$ cat config.mk
export PLATFORM = sky130hd
export DESIGN_NAME = lc3b_cache
export DESIGN_NICKNAME = d
export VERILOG_FILES = /design/src/rtl/lc3b_types.sv /design/src/rtl/cache_control.sv /design/src/rtl/lc3b_cache.sv
export SDC_FILE = /design/constraint.sdc
export NUM_CORES = 1
export LEC_CHECK = 0
export CORE_MARGIN = 2
export CORE_UTILIZATION = 30
export CTS_CLUSTER_SIZE = 20
export DETAILED_ROUTE_END_ITERATION = 12
export PLACE_DENSITY_LB_ADDON = 0.12
export SYNTH_ARGS = -nofsm -noshare
export SYNTH_HDL_FRONTEND = slang
export SYNTH_SLANG_ARGS = --single-unit
$ cat constraint.sdc
create_clock -name clk -period 25.5 [get_ports clk]
set_input_delay 6.375 -clock clk [delete_from_list [all_inputs] [get_ports clk]]
set_output_delay 6.375 -clock clk [all_outputs]
set_load 0.03 [all_outputs]
$ cat src/rtl/lc3b_types.sv
// Shared LC-3b type definitions used by the cache.
//   lc3b_word       : 16-bit CPU word
//   lc3b_mem_wmask  : CPU byte write mask (bit0 low byte, bit1 high byte)
//   lc3b_line       : 128-bit cache line, word k in bits [16k+15:16k]
//   lc3b_c_tag / lc3b_c_index / lc3b_c_offset : address fields for the
//                     default 8-set geometry
// Helpers select a word from a line and merge masked bytes into one.
package lc3b_types;

  localparam int C_NUM_SETS = 8;
  localparam int C_IDX_W    = $clog2(C_NUM_SETS);

  typedef logic [15:0]          lc3b_word;
  typedef logic [1:0]           lc3b_mem_wmask;
  typedef logic [127:0]         lc3b_line;
  typedef logic [11-C_IDX_W:0]  lc3b_c_tag;
  typedef logic [C_IDX_W-1:0]   lc3b_c_index;
  typedef logic [3:0]           lc3b_c_offset;

  function automatic lc3b_word line_word(input lc3b_line line, input logic [2:0] w);
    return line[{w, 4'h0} +: 16];
  endfunction

  function automatic lc3b_line merge_word(input lc3b_line      line,
                                          input logic [2:0]    w,
                                          input lc3b_word      wdata,
                                          input lc3b_mem_wmask mask);
    lc3b_line r;
    r = line;
    if (mask[0]) r[{w, 4'h0} +: 8] = wdata[7:0];
    if (mask[1]) r[{w, 4'h8} +: 8] = wdata[15:8];
    return r;
  endfunction

endpackage

$ cat src/rtl/cache_control.sv
// Three-state controller for the direct-mapped write-back cache.
//   clk, reset      : clock, synchronous active-high reset
//   mem_read/write  : CPU request (write wins when both are set)
//   hit, dirty      : tag compare result and victim-dirty for the indexed set
//   pmem_resp       : physical transfer complete
//   mem_resp        : CPU request complete (COMPARE only)
//   pmem_read/write : line fill / write-back request
//   addr_sel_victim : 1 = pmem address uses the stored (victim) tag
//   load_write      : merge CPU write into the line and set dirty
//   load_fill       : install the fill line, tag, valid, clear dirty
//   clear_dirty     : write-back finished
//
// state     | meaning
// COMPARE   | tag check; hits respond here, misses leave
// WRITEBACK | dirty victim line sent to physical memory
// ALLOCATE  | requested line fetched from physical memory
module cache_control
  import lc3b_types::*;
(
  input  logic clk,
  input  logic reset,
  input  logic mem_read,
  input  logic mem_write,
  input  logic hit,
  input  logic dirty,
  input  logic pmem_resp,
  output logic mem_resp,
  output logic pmem_read,
  output logic pmem_write,
  output logic addr_sel_victim,
  output logic load_write,
  output logic load_fill,
  output logic clear_dirty
);

  localparam logic [1:0] S_COMPARE   = 2'd0;
  localparam logic [1:0] S_WRITEBACK = 2'd1;
  localparam logic [1:0] S_ALLOCATE  = 2'd2;

  logic [1:0] state;
  logic [1:0] state_next;
  logic       req;

  assign req = mem_read | mem_write;

  always_comb begin
    state_next      = state;
    mem_resp        = 1'b0;
    pmem_read       = 1'b0;
    pmem_write      = 1'b0;
    addr_sel_victim = 1'b0;
    load_write      = 1'b0;
    load_fill       = 1'b0;
    clear_dirty     = 1'b0;
    case (state)
      S_COMPARE: begin
        if (req) begin
          if (hit) begin
            mem_resp   = 1'b1;
            load_write = mem_write;
          end else if (dirty) begin
            state_next = S_WRITEBACK;
          end else begin
            state_next = S_ALLOCATE;
          end
        end
      end
      S_WRITEBACK: begin
        pmem_write      = 1'b1;
        addr_sel_victim = 1'b1;
        if (pmem_resp) begin
          clear_dirty = 1'b1;
          state_next  = S_ALLOCATE;
        end
      end
      S_ALLOCATE: begin
        // The fill completes even if the CPU has dropped its request.
        pmem_read = 1'b1;
        if (pmem_resp) begin
          load_fill  = 1'b1;
          state_next = S_COMPARE;
        end
      end
      default: state_next = S_COMPARE;
    endcase
  end

  always_ff @(posedge clk) begin
    if (reset) state <= S_COMPARE;
    else       state <= state_next;
  end

endmodule

$ cat src/rtl/lc3b_cache.sv
// Direct-mapped, write-back, write-allocate cache between the LC-3b CPU
// memory port and a 128-bit line-wide physical memory.
//   clk, reset       : clock, synchronous active-high reset
//   mem_address      : CPU byte address (bit 0 ignored for word select)
//   mem_read/write   : CPU request, held until mem_resp
//   mem_byte_enable  : byte mask for writes
//   mem_wdata        : CPU write data
//   mem_rdata        : selected word on a hit, else 0
//   mem_resp         : request complete
//   pmem_address     : line-aligned physical address (0 when idle)
//   pmem_read/write  : fill / write-back request
//   pmem_wdata       : victim line during write-back (0 otherwise)
//   pmem_rdata       : fill line
//   pmem_resp        : physical transfer complete
module lc3b_cache
  import lc3b_types::*;
#(
  parameter int NUM_SETS = 8
) (
  input  logic          clk,
  input  logic          reset,
  input  logic [15:0]   mem_address,
  input  logic          mem_read,
  input  logic          mem_write,
  input  logic [1:0]    mem_byte_enable,
  input  logic [15:0]   mem_wdata,
  output logic [15:0]   mem_rdata,
  output logic          mem_resp,
  output logic [15:0]   pmem_address,
  output logic          pmem_read,
  output logic          pmem_write,
  output logic [127:0]  pmem_wdata,
  input  logic [127:0]  pmem_rdata,
  input  logic          pmem_resp
);

  localparam int IDX_W = $clog2(NUM_SETS);
  localparam int TAG_W = 12 - IDX_W;

  logic [TAG_W-1:0] req_tag;
  logic [IDX_W-1:0] idx;
  lc3b_c_offset     offset;
  logic [2:0]       word;
  logic             unused_byte_bit;

  assign req_tag         = mem_address[15:4+IDX_W];
  assign idx             = mem_address[3+IDX_W:4];
  assign offset          = mem_address[3:0];
  assign word            = offset[3:1];
  assign unused_byte_bit = offset[0];

  logic [NUM_SETS-1:0] valid_q;
  logic [NUM_SETS-1:0] dirty_q;
  logic [TAG_W-1:0]    tag_q  [NUM_SETS];
  lc3b_line            data_q [NUM_SETS];

  logic hit;
  logic victim_dirty;
  logic addr_sel_victim;
  logic load_write;
  logic load_fill;
  logic clear_dirty;

  assign hit          = valid_q[idx] && (tag_q[idx] == req_tag);
  assign victim_dirty = valid_q[idx] && dirty_q[idx];

  cache_control u_ctrl (
    .clk             (clk),
    .reset           (reset),
    .mem_read        (mem_read),
    .mem_write       (mem_write),
    .hit             (hit),
    .dirty           (victim_dirty),
    .pmem_resp       (pmem_resp),
    .mem_resp        (mem_resp),
    .pmem_read       (pmem_read),
    .pmem_write      (pmem_write),
    .addr_sel_victim (addr_sel_victim),
    .load_write      (load_write),
    .load_fill       (load_fill),
    .clear_dirty     (clear_dirty)
  );

  logic [TAG_W-1:0] pmem_tag;

  assign pmem_tag     = addr_sel_victim ? tag_q[idx] : req_tag;
  assign pmem_address = (pmem_read || pmem_write) ? {pmem_tag, idx, 4'h0} : 16'h0000;
  assign pmem_wdata   = pmem_write ? data_q[idx] : '0;
  assign mem_rdata    = mem_resp ? line_word(data_q[idx], word) : 16'h0000;

  always_ff @(posedge clk) begin
    if (reset) begin
      valid_q <= '0;
      dirty_q <= '0;
    end else begin
      if (load_write)  dirty_q[idx] <= 1'b1;
      if (clear_dirty) dirty_q[idx] <= 1'b0;
      if (load_fill) begin
        valid_q[idx] <= 1'b1;
        dirty_q[idx] <= 1'b0;
      end
    end
  end

  // Tag and data are not reset; a pmem_resp landing in the reset cycle
  // must not install a line.
  always_ff @(posedge clk) begin
    if (!reset) begin
      if (load_write)
        data_q[idx] <= merge_word(data_q[idx], word, mem_wdata, mem_byte_enable);
      if (load_fill) begin
        data_q[idx] <= pmem_rdata;
        tag_q[idx]  <= req_tag;
      end
    end
  end

endmodule

==> results.sh <==
export IMPL_num_rows=145
export IMPL_place_area_mm2=0.05296
export IMPL_clk_latency_ps=730
export IMPL_syn2layout_area_growth_pct=20.38
export IMPL_viasPerCell=5.541
export IMPL_p_switching_mw=1.015
export IMPL_start_util_pct=30.17
export IMPL_core_mm2=0.1558
export IMPL_grt_pass1_vias=29700
export IMPL_synth_warnings=0
export IMPL_final_cell_mix="edfxtp_1 (1,096), clkdlybuf4s50_1 (318), nor2_1 (264)"
export IMPL_die_x_um=399.9
export IMPL_worstRegToRegCells=10
export IMPL_fin_util_pct=36.32
export IMPL_timing_final_crit_period_ps=18740
export IMPL_synth_simple_area_share_pct=6.174
export IMPL_hold_class="reg2reg"
export IMPL_dieArea_mm2=0.1599
export IMPL_synth_top_family_by_area="compound AO/OA/AOI/OAI gates"
export IMPL_cts_tree="yes"
export IMPL_synth_edff_count=1096
export IMPL_yosys_mux_area_fraction_pct=9.407
export IMPL_crit_required_ps=19120
export IMPL_drive_gt1_share_pct=14.52
export IMPL_crit_path_cell_trace="clkbuf_8 > buf_4 > inv_4 > buf_4 > buf_4 > nor3_4 > buf_4 > a22oi_1 > nand2_1 > mux4_2 > nor2_1 > a211oi_1 > clkdlybuf4s50_1"
export IMPL_synthXorXnorAreaFrac_pct=0.1676
export IMPL_cap_violations=0
export IMPL_cts_resized=0
export IMPL_vias=30920
export IMPL_p_seq_share_pct=50.1
export IMPL_power_internal_mw=3.120
export IMPL_netlist_area_mm2=0.04702
export IMPL_final_common_cell="edfxtp_1"
export IMPL_hold_viol_final=0
export IMPL_grtUsageTotal_pct=23.66
export IMPL_drt_first_pass_iters=5
export IMPL_critical_path_max_stage_delay_ps=810
export IMPL_clkTransAtPathRegs_ps=60
export IMPL_antenna_found_initial=16
export IMPL_crit_start="mem_address[4]"
export IMPL_ys_flop_type="edfxtp_1"
export IMPL_period_share_pct=73.48
export IMPL_io_pins=330
export IMPL_reg2reg_from="tag_q[5][6]"
export IMPL_worst_pin_slew_ps=1251
export IMPL_cts_sinks=1114
export IMPL_ys_seq_area_share_pct=70.76
export IMPL_cp_start_kind="input pin"
export IMPL_drc=0
export IMPL_drt_total_wl_um=192300
export IMPL_ys_ff_latch=1114
export IMPL_setup_violations=0
export IMPL_status="complete, no violations"
export IMPL_ant_nets=0
export IMPL_ff2ff_setup_slack_ps=19580
export IMPL_avgSynthCellArea_um2=15.23
export IMPL_synthArstFlopShare_pct=0
export IMPL_slew_headroom_pct=16.57
export IMPL_swShare_pct=24.55
export IMPL_fin_skew_ps=16.09
export IMPL_numCtsBuffers=121
export IMPL_syn_inst=3087
export IMPL_crit_end="mem_rdata[1]"
export IMPL_p_leak_nw=18.55
export IMPL_root_buffer="clkbuf_16"
export IMPL_critical_path_arrival_ps=12360
export IMPL_slew_viol_final=0
export IMPL_timing_fmax_ghz=0.05337
export IMPL_gr_total_overflow=0
export IMPL_drt_iter0_markers=3543
export IMPL_synthAdderAreaFrac_pct=0.2395
export IMPL_post_route_cell_area_mm2=0.05660
export IMPL_synth_compound_area_share_pct=10.73
export IMPL_post_cts_buffers=0
export IMPL_crit_path_end_kind="output pin"
export IMPL_grt_pass1_wl_um=259500
export IMPL_clkPwrFrac_pct=40.1
export IMPL_clockBufferDepth=3
export IMPL_cts_hold_buf=0
export IMPL_setup_ws_ps=6763
export IMPL_hpwlAfterDp_um=120500
export IMPL_htree_num_levels=3
export IMPL_path_class="in2out"
export IMPL_worstPathMaxFanout=42
export IMPL_r2r_end="data_q[3][52]"
export IMPL_dp_slack_ps=6815
export IMPL_grt_setup_unrepaired="no"
export IMPL_crit_top_cell="buf_4"
export IMPL_tns_ps=0
export IMPL_instances_no_fill=5579
export IMPL_ir_drop_uv=52.49
export IMPL_place_gp_congestion=0.8100
export IMPL_final_nets=3600
export IMPL_combinationalPowerShare_pct=9.8
export IMPL_dpl_cell_count=5359
export IMPL_cellPowerDensity_mw_per_mm2=73.05
export IMPL_crit_slowest_cell="clkdlybuf4s50_1"
export IMPL_avgRoutedWirePerCell_um=34.48
export IMPL_grt_max_degree=113
export IMPL_io_buffers=324
export IMPL_ys_types=70
export IMPL_die_y_um=399.9
[how the worst min path moves through the flow]
stage,start,to,slack (ps),cells after the start
floorplan,valid_q[6],valid_q[6],420,1
global placement,valid_q[4],valid_q[4],430,1
detailed placement,valid_q[1],valid_q[1],440,1
CTS,valid_q[2],valid_q[2],460,1
global route,valid_q[7],valid_q[7],470,1
finish,valid_q[2],valid_q[2],450,1
[logic make-up (layout without fill, tap and decap cells)]
logic type	Yosys count	in the layout
DFF	1114	1114
AOI/OAI and AO/OA	724	724
and+or+nand+nor	629	629
muxes	343	343
buffers and inverters	258	688
adders and majority gates	9	9
xor gates and xnor gates	9	9
other	1	5
[power groups by stage]
stage / combinational, mW / clock, mW / sequential [mW]
finish: 0.407 / 1.66 / 2.07
global route: 0.430 / 1.75 / 2.07
CTS: 0.406 / 1.68 / 2.07
detailed placement: 0.405 / 0 / 2.11
global placement: 0.403 / 0 / 2.11
floorplan: 0.201 / 0 / 2.11
[cells in the mapped netlist (all sizes together), types with 7 or more instances]
master	count	share of area [%]
nand3	21	0.22
nor2b	65	0.86
a21o	9	0.14
buf	99	1.2
a221o	24	0.51
nand4	16	0.21
a21oi	184	2.0
o22ai	38	0.51
nor3	19	0.24
dfxtp	18	0.77
edfxtp	1096	70
mux4	68	3.3
ha	9	0.24
mux2i	173	3.7
o221ai	7	0.13
mux2	102	2.5
xnor2	8	0.15
o21ai	85	0.91
a22oi	60	0.96
a31oi	50	0.67
nor2	274	2.2
a211oi	41	0.75
nand2	134	1.1
and2	74	0.98
clkbuf	137	1.1
inv	20	0.16
a22o	12	0.22
a221oi	184	3.4
[routing by layer]
metal,track usage (%),share of wire (%),vias to the layer above
met5,0,0.015,-
met4,3.725,1.4,4
met3,6.127,9.1,172
met2,35.32,44,1401
met1,35.07,46,16400
li1,-,-,12940
[worst max-delay path, delay by kind of cell]
family | cells | cell delay, ps
muxes | 1 | 300
buffers and inverters | 7 | 3460
and+or+nand+nor | 3 | 1120
AOI/OAI and AO/OA | 2 | 840
[stage by stage]
stage / power [mW] / hold WS, ps
finish: 4.135 / 451.1
global route: 4.252 / 473.6
CTS: 4.158 / 455.7
detailed placement: 2.513 / 441.2
global placement: 2.512 / 428.6
floorplan: 2.312 / 420.8
[state kept, by name (all words and copies together), names as in the netlist]
register      flops
tag_q            72
dirty_q           8
u_ctrl.state      2
valid_q           8
data_q         1024
[cell type report]
type / count / area (µm²)
inverter: 22 / 86.33
sequential: 1114 / 33270
clock buffer: 163 / 3217
fill: 14920 / 99240
clock inverter: 56 / 424.2
multi-input combinational: 1718 / 12800
timing repair buffer: 447 / 4218
tap: 2058 / 2575
antenna: 1 / 2.502
Power figures use the tool's default switching activity.
